--- src/rtl/ps2_scancode_decoder.sv ---
`default_nettype none
// ============================================================================
// ps2_scancode_decoder : set-2 scan-code prefix resolver, event FIFO and NES
// button state. Optional macro: TYPEMATIC_FILTER_EN (repeat-make suppression).
// Revision: 1.0
// ============================================================================
module ps2_scancode_decoder #(
  parameter int FIFO_DEPTH     = 4,
  parameter int TIMEOUT_CYCLES = 1000000
) (
  input  logic       CLK,
  input  logic       reset,
  input  logic [7:0] code,
  input  logic       code_valid,
  output logic [7:0] evt_code,
  output logic       evt_ext,
  output logic       evt_break,
  output logic       evt_valid,
  input  logic       evt_ready,
  output logic [7:0] buttons,
  output logic       proto_err,
  output logic       overflow
);

  localparam int c_ADDR_W = (FIFO_DEPTH > 1) ? $clog2(FIFO_DEPTH) : 1;
  localparam int c_CNT_W  = $clog2(TIMEOUT_CYCLES + 1);
  localparam logic [c_CNT_W-1:0]  c_TMO_LAST = c_CNT_W'(TIMEOUT_CYCLES - 1);
  localparam logic [c_ADDR_W:0]   c_FULL     = (c_ADDR_W + 1)'(FIFO_DEPTH);

  typedef enum logic [1:0] {
    IDLE     = 2'd0,
    GOT_E0   = 2'd1,
    GOT_F0   = 2'd2,
    GOT_E0F0 = 2'd3
  } state_t;

  state_t              r_state;
  state_t              w_next;
  logic [c_CNT_W-1:0]  r_cnt;
  logic [9:0]          r_mem [FIFO_DEPTH];
  logic [c_ADDR_W-1:0] r_rd;
  logic [c_ADDR_W-1:0] r_wr;
  logic [c_ADDR_W:0]   r_count;

  logic       w_emit, w_ext, w_brk, w_err, w_timeout, w_status;
  logic       w_push, w_pop, w_accept, w_btn_hit;
  logic [2:0] w_btn_idx;

  assign w_status = code inside {8'h00, 8'hFF, 8'hAA, 8'hFA, 8'hEE, 8'hFE};
  assign w_timeout = (r_state != IDLE) && !code_valid && (r_cnt == c_TMO_LAST);

  always_comb begin
    w_next = r_state;
    w_emit = 1'b0;
    w_ext  = 1'b0;
    w_brk  = 1'b0;
    w_err  = 1'b0;
    if (code_valid) begin
      case (r_state)
        IDLE: begin
          if (code == 8'hE0)      w_next = GOT_E0;
          else if (code == 8'hF0) w_next = GOT_F0;
          else if (!w_status)     w_emit = 1'b1;
        end
        GOT_E0: begin
          if (code == 8'hF0) w_next = GOT_E0F0;
          else if (code != 8'hE0) begin
            w_emit = 1'b1;
            w_ext  = 1'b1;
            w_next = IDLE;
          end
        end
        GOT_F0: begin
          if (code == 8'hE0) begin
            w_err  = 1'b1;
            w_next = GOT_E0;
          end else if (code != 8'hF0) begin
            w_emit = 1'b1;
            w_brk  = 1'b1;
            w_next = IDLE;
          end
        end
        default: begin
          if (code == 8'hE0 || code == 8'hF0) begin
            w_err  = 1'b1;
            w_next = (code == 8'hE0) ? GOT_E0 : GOT_F0;
          end else begin
            w_emit = 1'b1;
            w_ext  = 1'b1;
            w_brk  = 1'b1;
            w_next = IDLE;
          end
        end
      endcase
    end else if (w_timeout) begin
      w_err  = 1'b1;
      w_next = IDLE;
    end
  end

  always_comb begin
    w_btn_hit = w_emit;
    w_btn_idx = 3'd0;
    case ({w_ext, code})
      9'h042:  w_btn_idx = 3'd0;
      9'h03B:  w_btn_idx = 3'd1;
      9'h059:  w_btn_idx = 3'd2;
      9'h05A:  w_btn_idx = 3'd3;
      9'h175:  w_btn_idx = 3'd4;
      9'h172:  w_btn_idx = 3'd5;
      9'h16B:  w_btn_idx = 3'd6;
      9'h174:  w_btn_idx = 3'd7;
      default: w_btn_hit = 1'b0;
    endcase
  end

`ifdef TYPEMATIC_FILTER_EN
  logic [8:0] r_last;
  logic       r_last_v;
  logic       w_same;
  assign w_same = r_last_v && (r_last == {w_ext, code});
  assign w_push = w_emit && !(w_same && !w_brk);
`else
  assign w_push = w_emit;
`endif

  assign w_pop    = (r_count != '0) && evt_ready;
  assign w_accept = w_push && ((r_count != c_FULL) || w_pop);

  assign {evt_code, evt_ext, evt_break} = r_mem[r_rd];
  assign evt_valid = (r_count != '0);

  always_ff @(posedge CLK or posedge reset) begin
    if (reset) begin
      r_state   <= IDLE;
      r_cnt     <= '0;
      r_rd      <= '0;
      r_wr      <= '0;
      r_count   <= '0;
      buttons   <= '0;
      proto_err <= 1'b0;
      overflow  <= 1'b0;
      for (int i = 0; i < FIFO_DEPTH; i++) r_mem[i] <= '0;
`ifdef TYPEMATIC_FILTER_EN
      r_last    <= '0;
      r_last_v  <= 1'b0;
`endif
    end else begin
      r_state   <= w_next;
      r_cnt     <= (code_valid || r_state == IDLE) ? '0 : r_cnt + c_CNT_W'(1);
      proto_err <= w_err;
      // Buttons track every resolved event, even ones the FIFO drops.
      if (w_btn_hit) buttons[w_btn_idx] <= !w_brk;
      if (w_push && !w_accept) overflow <= 1'b1;
      if (w_accept) begin
        r_mem[r_wr] <= {code, w_ext, w_brk};
        r_wr        <= r_wr + 1'b1;
      end
      if (w_pop) r_rd <= r_rd + 1'b1;
      case ({w_accept, w_pop})
        2'b10:   r_count <= r_count + 1'b1;
        2'b01:   r_count <= r_count - 1'b1;
        default: r_count <= r_count;
      endcase
`ifdef TYPEMATIC_FILTER_EN
      if (w_emit) begin
        if (!w_brk) begin
          r_last   <= {w_ext, code};
          r_last_v <= 1'b1;
        end else if (w_same) begin
          r_last_v <= 1'b0;
        end
      end
`endif
    end
  end

endmodule
`default_nettype wire
--- config.mk ---
export PLATFORM = sky130hd
export DESIGN_NAME = ps2_scancode_decoder
export DESIGN_NICKNAME = d
export VERILOG_FILES = /design/src/rtl/ps2_scancode_decoder.sv
export SDC_FILE = /design/constraint.sdc
export NUM_CORES = 1
export LEC_CHECK = 0
export BUFFER_PORTS_ARGS = -buffer_cell sky130_fd_sc_hd__buf_4
export CAP_MARGIN = 5
export CORE_AREA = 2 2 85 87
export CTS_CLUSTER_DIAMETER = 30
export DETAILED_ROUTE_END_ITERATION = 6
export DIE_AREA = 0 0 87 89
export GPL_ROUTABILITY_DRIVEN = 0
export GPL_TIMING_DRIVEN = 0
export PLACE_DENSITY_LB_ADDON = 0.25
export SETUP_SLACK_MARGIN = 0.4
export SLEW_MARGIN = 15
export SYNTH_ARGS = -nofsm -noshare
export SYNTH_HDL_FRONTEND = slang
export SYNTH_SLANG_ARGS = --single-unit
--- constraint.sdc ---
create_clock -name CLK -period 2.4 [get_ports CLK]
set_input_delay 0.24 -clock CLK [delete_from_list [all_inputs] [get_ports CLK]]
set_output_delay 0.24 -clock CLK [all_outputs]
set_load 0.05 [all_outputs]
# Word-level counts from Yosys, hierarchy flattened
# Index checks and enable logic that the tools add are counted.
# W data, S select, Z words.
dict set report totals {
  reg_bits 79
  out_inout_bits 21
}
dict set report op_classes {
  n_reduce_logical 24
  muxes 43
  magnitude_cmp 5
  bitwise_logic 2
  n_addsub 5
  n_eq_ne 26
}
# operator count
set op_table {}
lappend op_table {{$eq A8 B8 Y1 const B} 7}
lappend op_table {{$bwmux W40} 1}
lappend op_table {{$eq A9 B9 Y1 const B} 4}
lappend op_table {{$mux W10} 3}
lappend op_table {{$eq A9 B7 Y1 const B} 3}
lappend op_table {{$pmux W3 S7} 1}
lappend op_table {{$add A20 B1 Y20 const B} 1}
lappend op_table {{$bmux W10 S2} 1}
lappend op_table {{$demux W10 S2} 1}
lappend op_table {{$eq A20 B20 Y1 const B} 1}
lappend op_table {{$mux W2} 10}
lappend op_table {{$mux W20} 1}
lappend op_table {{$mux W1} 17}
lappend op_table {{$ne A8 B8 Y1 const B} 2}
lappend op_table {{$ne A4 B4 Y1 const B} 3}
lappend op_table {{$eq A9 B6 Y1 const B} 1}
lappend op_table {{$bwmux W8} 1}
lappend op_table {{$logic_not A8 Y1} 1}
lappend op_table {{$reduce_or A8 Y1} 1}
lappend op_table {{$logic_and A1 B1 Y1} 7}
lappend op_table {{$ge A3 B3 Y1 const B} 2}
lappend op_table {{$not A2 Y3} 2}
lappend op_table {{$pmux W1 S2} 3}
lappend op_table {{$pmux W2 S3} 1}
lappend op_table {{20 further kinds} 30}

# Depth between registers and ports, before layout
# Gate-level depths: netlist (run 1).
dict set report depth {
  ltp_word 12
  depth_mapped 11
}

# Worst setup path before layout (run 1)
# Ideal clock, no wire load.
dict set report synth_path {
  path_type {register to register}
  start {register r_count[0]}
  end {register r_count[2]}
  arrival_ns 2.249
  setup_slack_ns 0.028
  required_time_ns 2.277
  path_stages_with_launch 10
  cell_sequence {dfrtp_1 -> or3_1 -> nand2_1 -> o21bai_1 -> inv_1 -> fa_1 -> nor2_1 -> o21a_1 -> a31oi_1 -> xnor2_1}
}
dict set report synth_via {
  elab_chain_len 6
  elab_cells_between_ends 11
  cone_classes {add/sub (2); eq/ne (3); mux (1); reduce/logical (5)}
}
# item line_no
set synth_rtl {}
lappend synth_rtl {{from (decl)} 43} ;# logic [c_ADDR_W:0] r_count;
lappend synth_rtl {{from (signal assigned)} 161} ;# 2'b10: r_count <= r_count + 1'b1;
lappend synth_rtl {{from (signal assigned)} 162} ;# 2'b01: r_count <= r_count - 1'b1;
lappend synth_rtl {{from (signal assigned)} 163} ;# default: r_count <= r_count;
lappend synth_rtl {{$reduce_bool A3 Y1 *} --}
lappend synth_rtl {{named net evt_valid} 18} ;# output logic evt_valid,
lappend synth_rtl {{$logic_and A1 B1 Y1 *} 127} ;# assign w_pop = (r_count != '0) && evt_ready;
lappend synth_rtl {{$logic_or A1 B1 Y1} 128} ;# assign w_accept = w_push && ((r_count != c_FULL) || w_pop);
lappend synth_rtl {{$logic_and A1 B1 Y1} 128}
lappend synth_rtl {{$eq A2 B1 Y1 / $eq A2 B2 Y1 (equally long branches)} 160} ;# case ({w_accept, w_pop})
lappend synth_rtl {{$pmux W3 S2 / $reduce_bool A2 Y1 (equally long branches)} --}
# The timed path passes the listed nets; every way through them passes the cells marked *.
# A chain may end at the register's enable or synchronous reset.

# Worst setup path after layout (run 1)
dict set report layout_path {
  start {register r_count[0]}
  end {register r_count[2]}
}
dict set report layout_via {
  elab_chain_len 6
  elab_cells_between_ends 11
  cone_classes {add/sub (2); eq/ne (3); mux (1); reduce/logical (5)}
}
# item line_no
set layout_rtl {}
lappend layout_rtl {{$reduce_bool A3 Y1} 127}
lappend layout_rtl {{$logic_and A1 B1 Y1} 127}
lappend layout_rtl {{$logic_or A1 B1 Y1} 128}
lappend layout_rtl {{$logic_and A1 B1 Y1} 128}
lappend layout_rtl {{$eq A2 B1 Y1 / $eq A2 B2 Y1 (equally long branches)} 160}
lappend layout_rtl {{$pmux W3 S2 / $reduce_bool A2 Y1 (equally long branches)} --}
# Several ways; a longest one is shown, not always the timed one.

==> run summary, run 1 <==
Crit Path Category - flop to flop
Number of sinks on the clock net - 79
Global-route wire length before repair - 13470 um
Deepest level of the CTS H-tree - 3
Diode count - 0
Worst Path Required - 2.64 ns
Worst clock skew - 0.008254 ns
Layout net count - 397
CTS tree - built
Gr usage total - 0.2283
Worst-Margin Slew - 0.5843 ns
Number of cells after detailed placement - 435
Met2 usage in global routing - 0.3810
Drt initial violations - 123
Number of distinct library cells after synthesis - 47
Share of layout cells above drive strength 1 - 0.3691
Boundary Pins - 33
Asr flop ratio synth - 1.000
Residual overflow from global routing - 0
Power per cell area - 1114 nW/um2
Most frequent standard cell in the layout excluding fill and tap cells - dfrtp_1
Clock tree buffer depth - 2
Overall power consumption - 5.191 mW
Met1 Track Usage GR - 0.2983
Number of vias per cell - 5.838
WP data arrival - 2.26 ns
Horizontal die dimension - 87 um
Core Box Area - 6719 um2
Pin count of the biggest net entering global routing - 37
DP Worst Slack - -0.06056 ns
Number of global-route vias before repair - 2776
Wire length reported by the detailed router - 8102 um
Leading register cell type out of synthesis - dfrtp_1
Height of the chip - 89 um
Hold crit path type - primary input to flop
Residual antenna-violating net count after detailed routing - 0
Number of standard cells in the final layout excluding fillers - 462
Synthesized net count - 341
Clock buffers created by TritonCTS - 9
Half-perimeter wire length after placement - 5425 um
Crit path max fanout - 3
Commonest cells after routing, fill and taps aside - 77 x dfrtp_1, 42 x buf_4, 39 x mux2_2
Crit end category - flop
Setup slack after layout - 0.3829 ns
Count of unresolved DRC violations after routing - 0
Initial cell density of the core - 0.5790
Overall die area - 7743 um2
Final hold vios - 0
Worst hold slack across all endpoints - 0.1871 ns
Port Buf Inserts - 30
Post-synthesis instance area - 3890 um2
Leakage component of the power - 2.046 nW
Post-synthesis sequential area ratio - 0.5082
Layout overhead on the synthesized area - 19.75%
Startpoint types - flop
Post-Syn Instances - 323
Number of synthesized flops with an enable pin - 0
Via count - 2697
Run status - finished, final reports clean
Clock Pin Slew Worst Setup and Hold Paths - 0.08 ns
Relative max-transition margin - 0.6075
M3 GR Usage - 0.03693
Clock root buffer master - clkbuf_8
Maximum frequency from static timing analysis - 0.4958 GHz
Max-slew violations - 0
Number of setup violations in the final report - 0
Worst-skew pair later-pin latency - 0.36 ns
Cell Rows - 30
Number of max-capacitance violations reported - 0
Period utilisation layout - 0.8405
Synth warn - 0
Average routed wire per standard cell - 17.54 um
Highest-utilization routing layer at the global route stage - met2
Seq cells post-synth - 79
Count of TritonRoute iterations in the first routing pass - 4
Final critical path time including I/O delays and setup - 2.017 ns
Setup repair after global routing missed its margin - true
Worst voltage drop across the vdd grid - 500.3 uV
Antenna violations before repair - 0
Avg Synthesized Cell Area - 12.04 um2
power by group:
| group | switching [mW] | internal, mW |
|---|---|---|
| combinational | 1.25 | 1.03 |
| sequential | 0.217 | 1.72 |
| clock | 0.478 | 0.494 |
| total | 1.95 | 3.25 |
worst max-delay path, stage by stage, from the launching register on:
cell	delay, ns
dfrtp_2	0.44
or3_4	0.40
nand2_4	0.07
o21bai_1	0.12
inv_1	0.08
fa_2	0.34
nor2_1	0.12
o21a_1	0.13
a31oi_1	0.05
xnor2_1	0.15
state kept, by name, summed over array words and instances, names as in the netlist:
| name | cells |
|---|---|
| overflow | 1 |
| r_mem | 40 |
| r_rd | 2 |
| proto_err | 1 |
| r_cnt | 20 |
| r_state | 2 |
| buttons | 8 |
| r_count | 3 |
| r_wr | 2 |
what timing repair did:
action / CTS / global route
resized for setup: 18 / 17
pin swaps: 5 / 2
buffers inserted: 8 / 4
endpoints found under the setup margin: 51 / 45
hold endpoints to repair: 8 / 0
hold buffers: 1 / 0
final timing paths:
path / to / cells past startpoint / startpoint / slack [ns]
worst max-delay path: r_count[2] / 9 / r_count[0] / 0.38
worst min-delay path: r_mem[15] / 2 / code[3] / 0.19
worst max register to register: r_count[2] / 9 / r_count[0] / 0.38
worst min register to register: overflow / 1 / overflow / 0.47
max in group asynchronous: r_count[0] / 4 / reset / 1.55
min in group asynchronous: r_mem[32] / 3 / reset / 0.38
cell type report:
class,instances,area (um2)
fill,486,2061
sequential,79,1979
multi-input combinational,222,1914
timing repair buffer,45,365.4
clock buffer,10,137.6
tap,80,100.1
buffer,16,87.58
clock inverter,4,47.55
inverter,6,26.28
cells by family after synthesis:
| group | synth area share |
|---|---|
| AND/OR/NAND/NOR | 0.1550 |
| buffers and inverters | 0.02187 |
| multiplexers | 0.1792 |
| flip-flops | 0.5082 |
| AO/OA/AOI/OAI | 0.05822 |
| XOR/XNOR | 0.05629 |
| adder cells (fa/ha/maj) | 0.02123 |
cells in the mapped netlist, types with 3 or more instances:
cell type	instances	share of area
a21oi_1	5	0.0064
nor4_1	6	0.0097
o21ai_0	6	0.0077
nand2b_1	3	0.0048
mux2_2	39	0.11
a22o_1	8	0.018
nand3_1	13	0.017
xor2_1	13	0.029
nand2_2	4	0.0064
nor2b_1	4	0.0064
ha_1	5	0.016
dfrtp_1	79	0.51
nand2_1	18	0.017
nand4_1	8	0.013
xnor2_1	12	0.027
clkbuf_1	13	0.013
nor3b_1	3	0.0058
nor4b_1	4	0.0090
and3_1	4	0.0064
inv_1	6	0.0058
mux4_2	10	0.058
nor3_1	4	0.0051
nor2_1	26	0.025
routing by layer:
metal  wire length [um]  up-vias
met5                  0        -
met4                183        0
met3                298       15
met2               3945       64
met1               3674     1343
li1                   -     1275
through the flow:
stage	instance area [um2]	utilization	setup TNS [ns]
floorplan	3906	-	0
global placement	4232	0.6298	-2.091
finish	4658	0.6933	0
global route	4658	0.6933	0
CTS	4584	0.6823	0
detailed placement	4272	0.6358	-1.082
Note: power is estimated with default switching activity, not from simulation.
==> run 2: changes to the inputs <==
==> constraint.sdc (replaced) <==
create_clock -name CLK -period 2 [get_ports CLK]
set_input_delay 0.2 -clock CLK [delete_from_list [all_inputs] [get_ports CLK]]
set_output_delay 0.2 -clock CLK [all_outputs]
set_load 0.05 [all_outputs]
==> run 2 against run 1 <==
Net effect: flip-flop and latch count stayed put; largest power group unchanged; clock power is 9% higher; critical path type is now primary input to flop; register-to-register slack worse by 0.31 ns; highest routed layer unchanged; cell area is 16% higher; critical path depth stayed put.
==> run summary, run 2 (same netlist as run 1, synthesis figures left out) <==
Global-route wire length before repair - 14850 um
Area after DPL - 4307 um2
Worst-Margin Slew - 0.7229 ns
Number of cell instances on the worst register-to-register path - 9
Power per cell area - 1325 nW/um2
Number of cells after detailed placement - 435
Sequential power share - 0.335
Worst-skew pair later-pin latency - 0.36 ns
Max-slew violations - 0
Internal Pwr Total - 4.345 mW
Worst clock skew - 0.01232 ns
Port Buf Inserts - 30
Switching power as a share of total power - 0.3926
Setup repair after global routing missed its margin - true
Clock root buffer master - clkbuf_8
Half-perimeter wire length after placement - 5478 um
Number of max-capacitance violations reported - 0
Post-route setup TNS - 0 ns
CTS tree - built
Drt initial violations - 198
Core Box Area - 6719 um2
Crit Path Category - primary input to flop
Period utilisation layout - 0.9685
Layout overhead on the synthesized area - 38.76%
Number of setup violations in the final report - 0
Maximum frequency from static timing analysis - 0.5162 GHz
Share of layout cells above drive strength 1 - 0.4794
Number of vias per cell - 5.984
Final hold vios - 0
Biggest regs - r_mem: 40 flops, r_cnt: 20 flops, buttons: 8 flops
Layout net count - 427
Worst voltage drop across the vdd grid - 612.5 uV
Hold crit path type - primary input to flop
Layout filler cell count - 354
Diode count - 0
Residual antenna-violating net count after detailed routing - 0
Worst hold slack across all endpoints - 0.1801 ns
Number of standard cells in the final layout excluding fillers - 493
Final critical path time including I/O delays and setup - 1.937 ns
Pin count of the biggest net entering global routing - 30
Count of unresolved DRC violations after routing - 0
Worst Path Required - 2.23 ns
Depth of the worst hold-timing path - 3
Leakage component of the power - 2.438 nW
Clock Pin Slew Worst Setup and Hold Paths - 0.08 ns
DP Worst Slack - -0.5326 ns
Clock tree buffer depth - 2
Overall die area - 7743 um2
Gr usage total - 0.2537
Register ranked first by flip-flop count - r_mem
Clock network fraction of design power - 0.149
Deepest level of the CTS H-tree - 3
Height of the chip - 89 um
Antenna violations before repair - 0
Number of sinks on the clock net - 79
Startpoint types - primary input
Crit path max fanout - 5
Post-Layout Inst Area - 5398 um2
Count of TritonRoute iterations in the first routing pass - 4
Run status - finished, final reports clean
Seq. cell area - 1982 um2
Setup slack after layout - 0.06295 ns
Sw power - 2.808 mW
Crit end category - flop
Clock buffers created by TritonCTS - 9
Boundary Pins - 33
Most frequent standard cell in the layout excluding fill and tap cells - dfrtp_1
Relative max-transition margin - 0.5144
Commonest cells after routing, fill and taps aside - 75 x dfrtp_1, 44 x buf_4, 35 x mux2_4
Cell Rows - 30
Horizontal die dimension - 87 um
Wire length reported by the detailed router - 10250 um
Largest register FFs - 40
Area of the multi-input gates - 2315 um2
WP data arrival - 2.17 ns
Initial cell density of the core - 0.5790
Via count - 2950
Part of the total power dissipated in combinational logic - 0.517
Number of global-route vias before repair - 2989
Average routed wire per standard cell - 20.78 um
Residual overflow from global routing - 0
[run 2: path summary, 6_finish.rpt]
check                           startpoint         end  slack [ns]
worst max-delay path               code[6]   r_mem[16]        0.06
worst min-delay path             evt_ready     r_rd[1]        0.18
worst max register to register  r_count[0]  r_count[2]        0.07
worst min register to register    overflow    overflow        0.46
max in group asynchronous            reset  r_count[0]        0.98
min in group asynchronous            reset   r_mem[14]        0.48
[run 2: final cells by class]
type	count	share of cell area
flip-flops and latches	79	0.3672
plain buffers	16	0.02040
inverters	6	0.004868
repair buffers	71	0.1300
clock buffers	9	0.02295
well taps	80	0.01854
clock inverters	6	0.007186
multi-input cells	226	0.4288
[run 2: power groups by stage]
stage	Combinational, mW	Sequential [mW]	Clock [mW]
finish	3.70	2.39	1.06
global route	3.87	2.43	1.14
CTS	3.02	2.31	1.05
detailed placement	2.58	2.36	0
global placement	2.51	2.33	0
floorplan	1.96	2.33	0
[run 2: through the flow]
step,power (mW),utilization
detailed placement,4.938,0.6410
CTS,6.389,0.7371
global placement,4.837,0.6350
global route,7.441,0.8034
floorplan,4.290,-
finish,7.153,0.8034
[run 2: layer usage]
metal	track usage	part of all wire
met1	0.3321	0.43
met2	0.4268	0.50
met3	0.03232	0.045
met4	0.1136	0.025
met5	0	0
[run 2: what timing repair did]
item	CTS	global route
resized for setup	65	63
cloned	1	5
pin swaps	15	15
setup endpoints to repair	68	70
endpoints found under the hold margin	22	0
setup buffers	23	13
hold buffers	1	0
[run 2: critical path, cell delays in order]
cell and delay, ns:
buf_8 0.08, nand2_4 0.04, or4_4 0.54, a311oi_4 0.42, buf_4 0.21, nor3_4 0.06, buf_12 0.18, nand2_8 0.11
mux2_4 0.32
==> run 3: changes to the inputs <==
==> constraint.sdc (replaced) <==
create_clock -name CLK -period 2 [get_ports CLK]
set_input_delay 0.4 -clock CLK [delete_from_list [all_inputs] [get_ports CLK]]
set_output_delay 0.4 -clock CLK [all_outputs]
set_load 0.05 [all_outputs]
==> run 3 against run 2 <==
Net effect: the run now ends with setup timing left; count of clock-buffer cells in the layout grew 1; cell count grew 1.4%; sequential share of layout area shrank 1.7 points; die area did not move; power up 5.3%; flip-flop and latch count unchanged; via count grew 7.4%; largest cell class unchanged; combinational power is essentially flat; critical path depth did not move; critical endpoint is now r_count[1]; worst setup slack worse by 0.20 ns.
==> run summary, run 3 (same netlist as run 1, synthesis figures left out) <==
Max-slew violations - 0
Commonest cells after routing, fill and taps aside - 75 x dfrtp_1, 49 x buf_4, 37 x mux2_4
Deepest level of the CTS H-tree - 3
Count of TritonRoute iterations in the first routing pass - 4
Layout overhead on the synthesized area - 45.51%
Average routed wire per standard cell - 23.49 um
CP peak stage delay - 0.44 ns
CTS tree - built
Worst voltage drop across the vdd grid - 596.1 uV
Run status - finished with violations
Count of unresolved DRC violations after routing - 0
Clock Pin Slew Worst Setup and Hold Paths - 0.09 ns
DP Worst Slack - -0.7446 ns
Power per cell area - 1331 nW/um2
Share of layout cells above drive strength 1 - 0.5214
Violations in the final reports - setup timing
Port Buf Inserts - 30
Setup slack after layout - -0.1375 ns
Initial cell density of the core - 0.5790
Diode count - 0
Setup repair after global routing missed its margin - true
Layout net count - 433
Clock buffers created by TritonCTS - 9
Hold bufs inserted after CTS - 0
Number of global-route vias before repair - 2926
Crit Path Category - primary input to flop
Wire length reported by the detailed router - 11740 um
Worst-Margin Slew - 0.8470 ns
Most frequent standard cell in the layout excluding fill and tap cells - dfrtp_1
Clock tree buffer depth - 2
Number of cell instances on the worst register-to-register path - 9
Number of sinks on the clock net - 79
Largest register FFs - 40
Horizontal die dimension - 87 um
Overall die area - 7743 um2
Worst-skew pair later-pin latency - 0.36 ns
Antenna violations before repair - 0
Residual overflow from global routing - 0
Worst-path cell chain - buf_12 > buf_4 > nor4_4 > nand4_1 > nand2_2 > o21bai_1 > inv_1 > fa_2 > mux2_4
Hold crit path type - primary input to async pin
Number of vias per cell - 6.338
Height of the chip - 89 um
Register ranked first by flip-flop count - r_mem
Pin count of the biggest net entering global routing - 34
Core Box Area - 6719 um2
Slowest cell on crit path - fa_2
Residual antenna-violating net count after detailed routing - 0
Boundary Pins - 33
Final hold vios - 0
Post-layout utilization of the core - 0.8425
Crit. path cell count - 9
Biggest regs - r_mem: 40 flops, r_cnt: 20 flops, buttons: 8 flops
Worst Path Required - 2.25 ns
Final critical path time including I/O delays and setup - 2.137 ns
Relative max-transition margin - 0.4310
Worst clock skew - 0.01120 ns
WP data arrival - 2.38 ns
Drt initial violations - 301
Crit path max fanout - 8
Number of max-capacitance violations reported - 0
Number of buffer and inverter instances along the worst setup path - 3
Gr usage total - 0.2527
Leakage component of the power - 2.606 nW
Via count - 3169
Period utilisation layout - 1.069
Half-perimeter wire length after placement - 5609 um
Number of setup violations in the final report - 45
Crit end category - flop
Maximum frequency from static timing analysis - 0.4678 GHz
Clock root buffer master - clkbuf_8
Startpoint types - primary input
Global-route wire length before repair - 14750 um
Cell Rows - 30
Largest delay share family, worst path - simple AND/OR/NAND/NOR gates
[run 3: layout make-up]
| class | count | area [um2] |
|---|---|---|
| Multi-Input combinational cell | 222 | 2317 |
| Fill cell | 305 | 1059 |
| Tap cell | 80 | 100.1 |
| Sequential cell | 79 | 1982 |
| Clock buffer | 10 | 137.6 |
| Inverter | 6 | 26.28 |
| Timing Repair Buffer | 81 | 858.3 |
| Buffer | 16 | 146.4 |
| Clock inverter | 6 | 92.59 |
[run 3: repair_timing]
| action | in CTS | in global routing |
|---|---|---|
| pin swaps | 20 | 27 |
| gates cloned | 0 | 2 |
| setup endpoints to repair | 71 | 73 |
| gates resized for setup | 72 | 62 |
| setup buffers | 20 | 27 |
[run 3: metal layers]
layer  up-vias  part of all wire  GRT usage
met1      1615              0.41     0.3374
met4         0             0.033     0.1264
li1       1348                 -          -
met3        33             0.057    0.04247
met2       173              0.50     0.4032
met5         -                 0          0
[run 3: where the power goes]
part / internal (mW) / total (mW) / leakage (nW) / switching (mW)
clock network: 0.744 / 1.40 / 0.109 / 0.656
logic: 1.89 / 3.71 / 1.49 / 1.82
registers: 2.07 / 2.42 / 1.00 / 0.353
total: 4.71 / 7.54 / 2.61 / 2.83
[run 3: final timing paths]
path,start,endpoint,slack (ns)
worst max-delay path,code[3],r_count[1],-0.14
worst min-delay path,reset,r_mem[28],0.09
worst max register to register,r_count[0],r_count[2],0
worst min register to register,overflow,overflow,0.49
max in group asynchronous,reset,r_rd[0],1.15
min in group CLK,code[3],r_mem[35],0.30
[run 3: per-stage QoR]
stage | TNS (ns) | hold slack (ns) | std cells | power, mW | instance area (um2)
3_3_place_gp | -25.82 | 0.4435 | 433 | 5.185 | 4415
3_5_place_dp | -27.72 | 0.4628 | 435 | 5.303 | 4463
5_1_grt | -5.878 | 0.1235 | 500 | 7.779 | 5660
6_report | -3.774 | 0.08729 | 500 | 7.536 | 5660
4_1_cts | -2.057 | 0.1048 | 471 | 7.055 | 5131
2_1_floorplan | -5.015 | 0.4520 | 323 | 4.619 | 4090
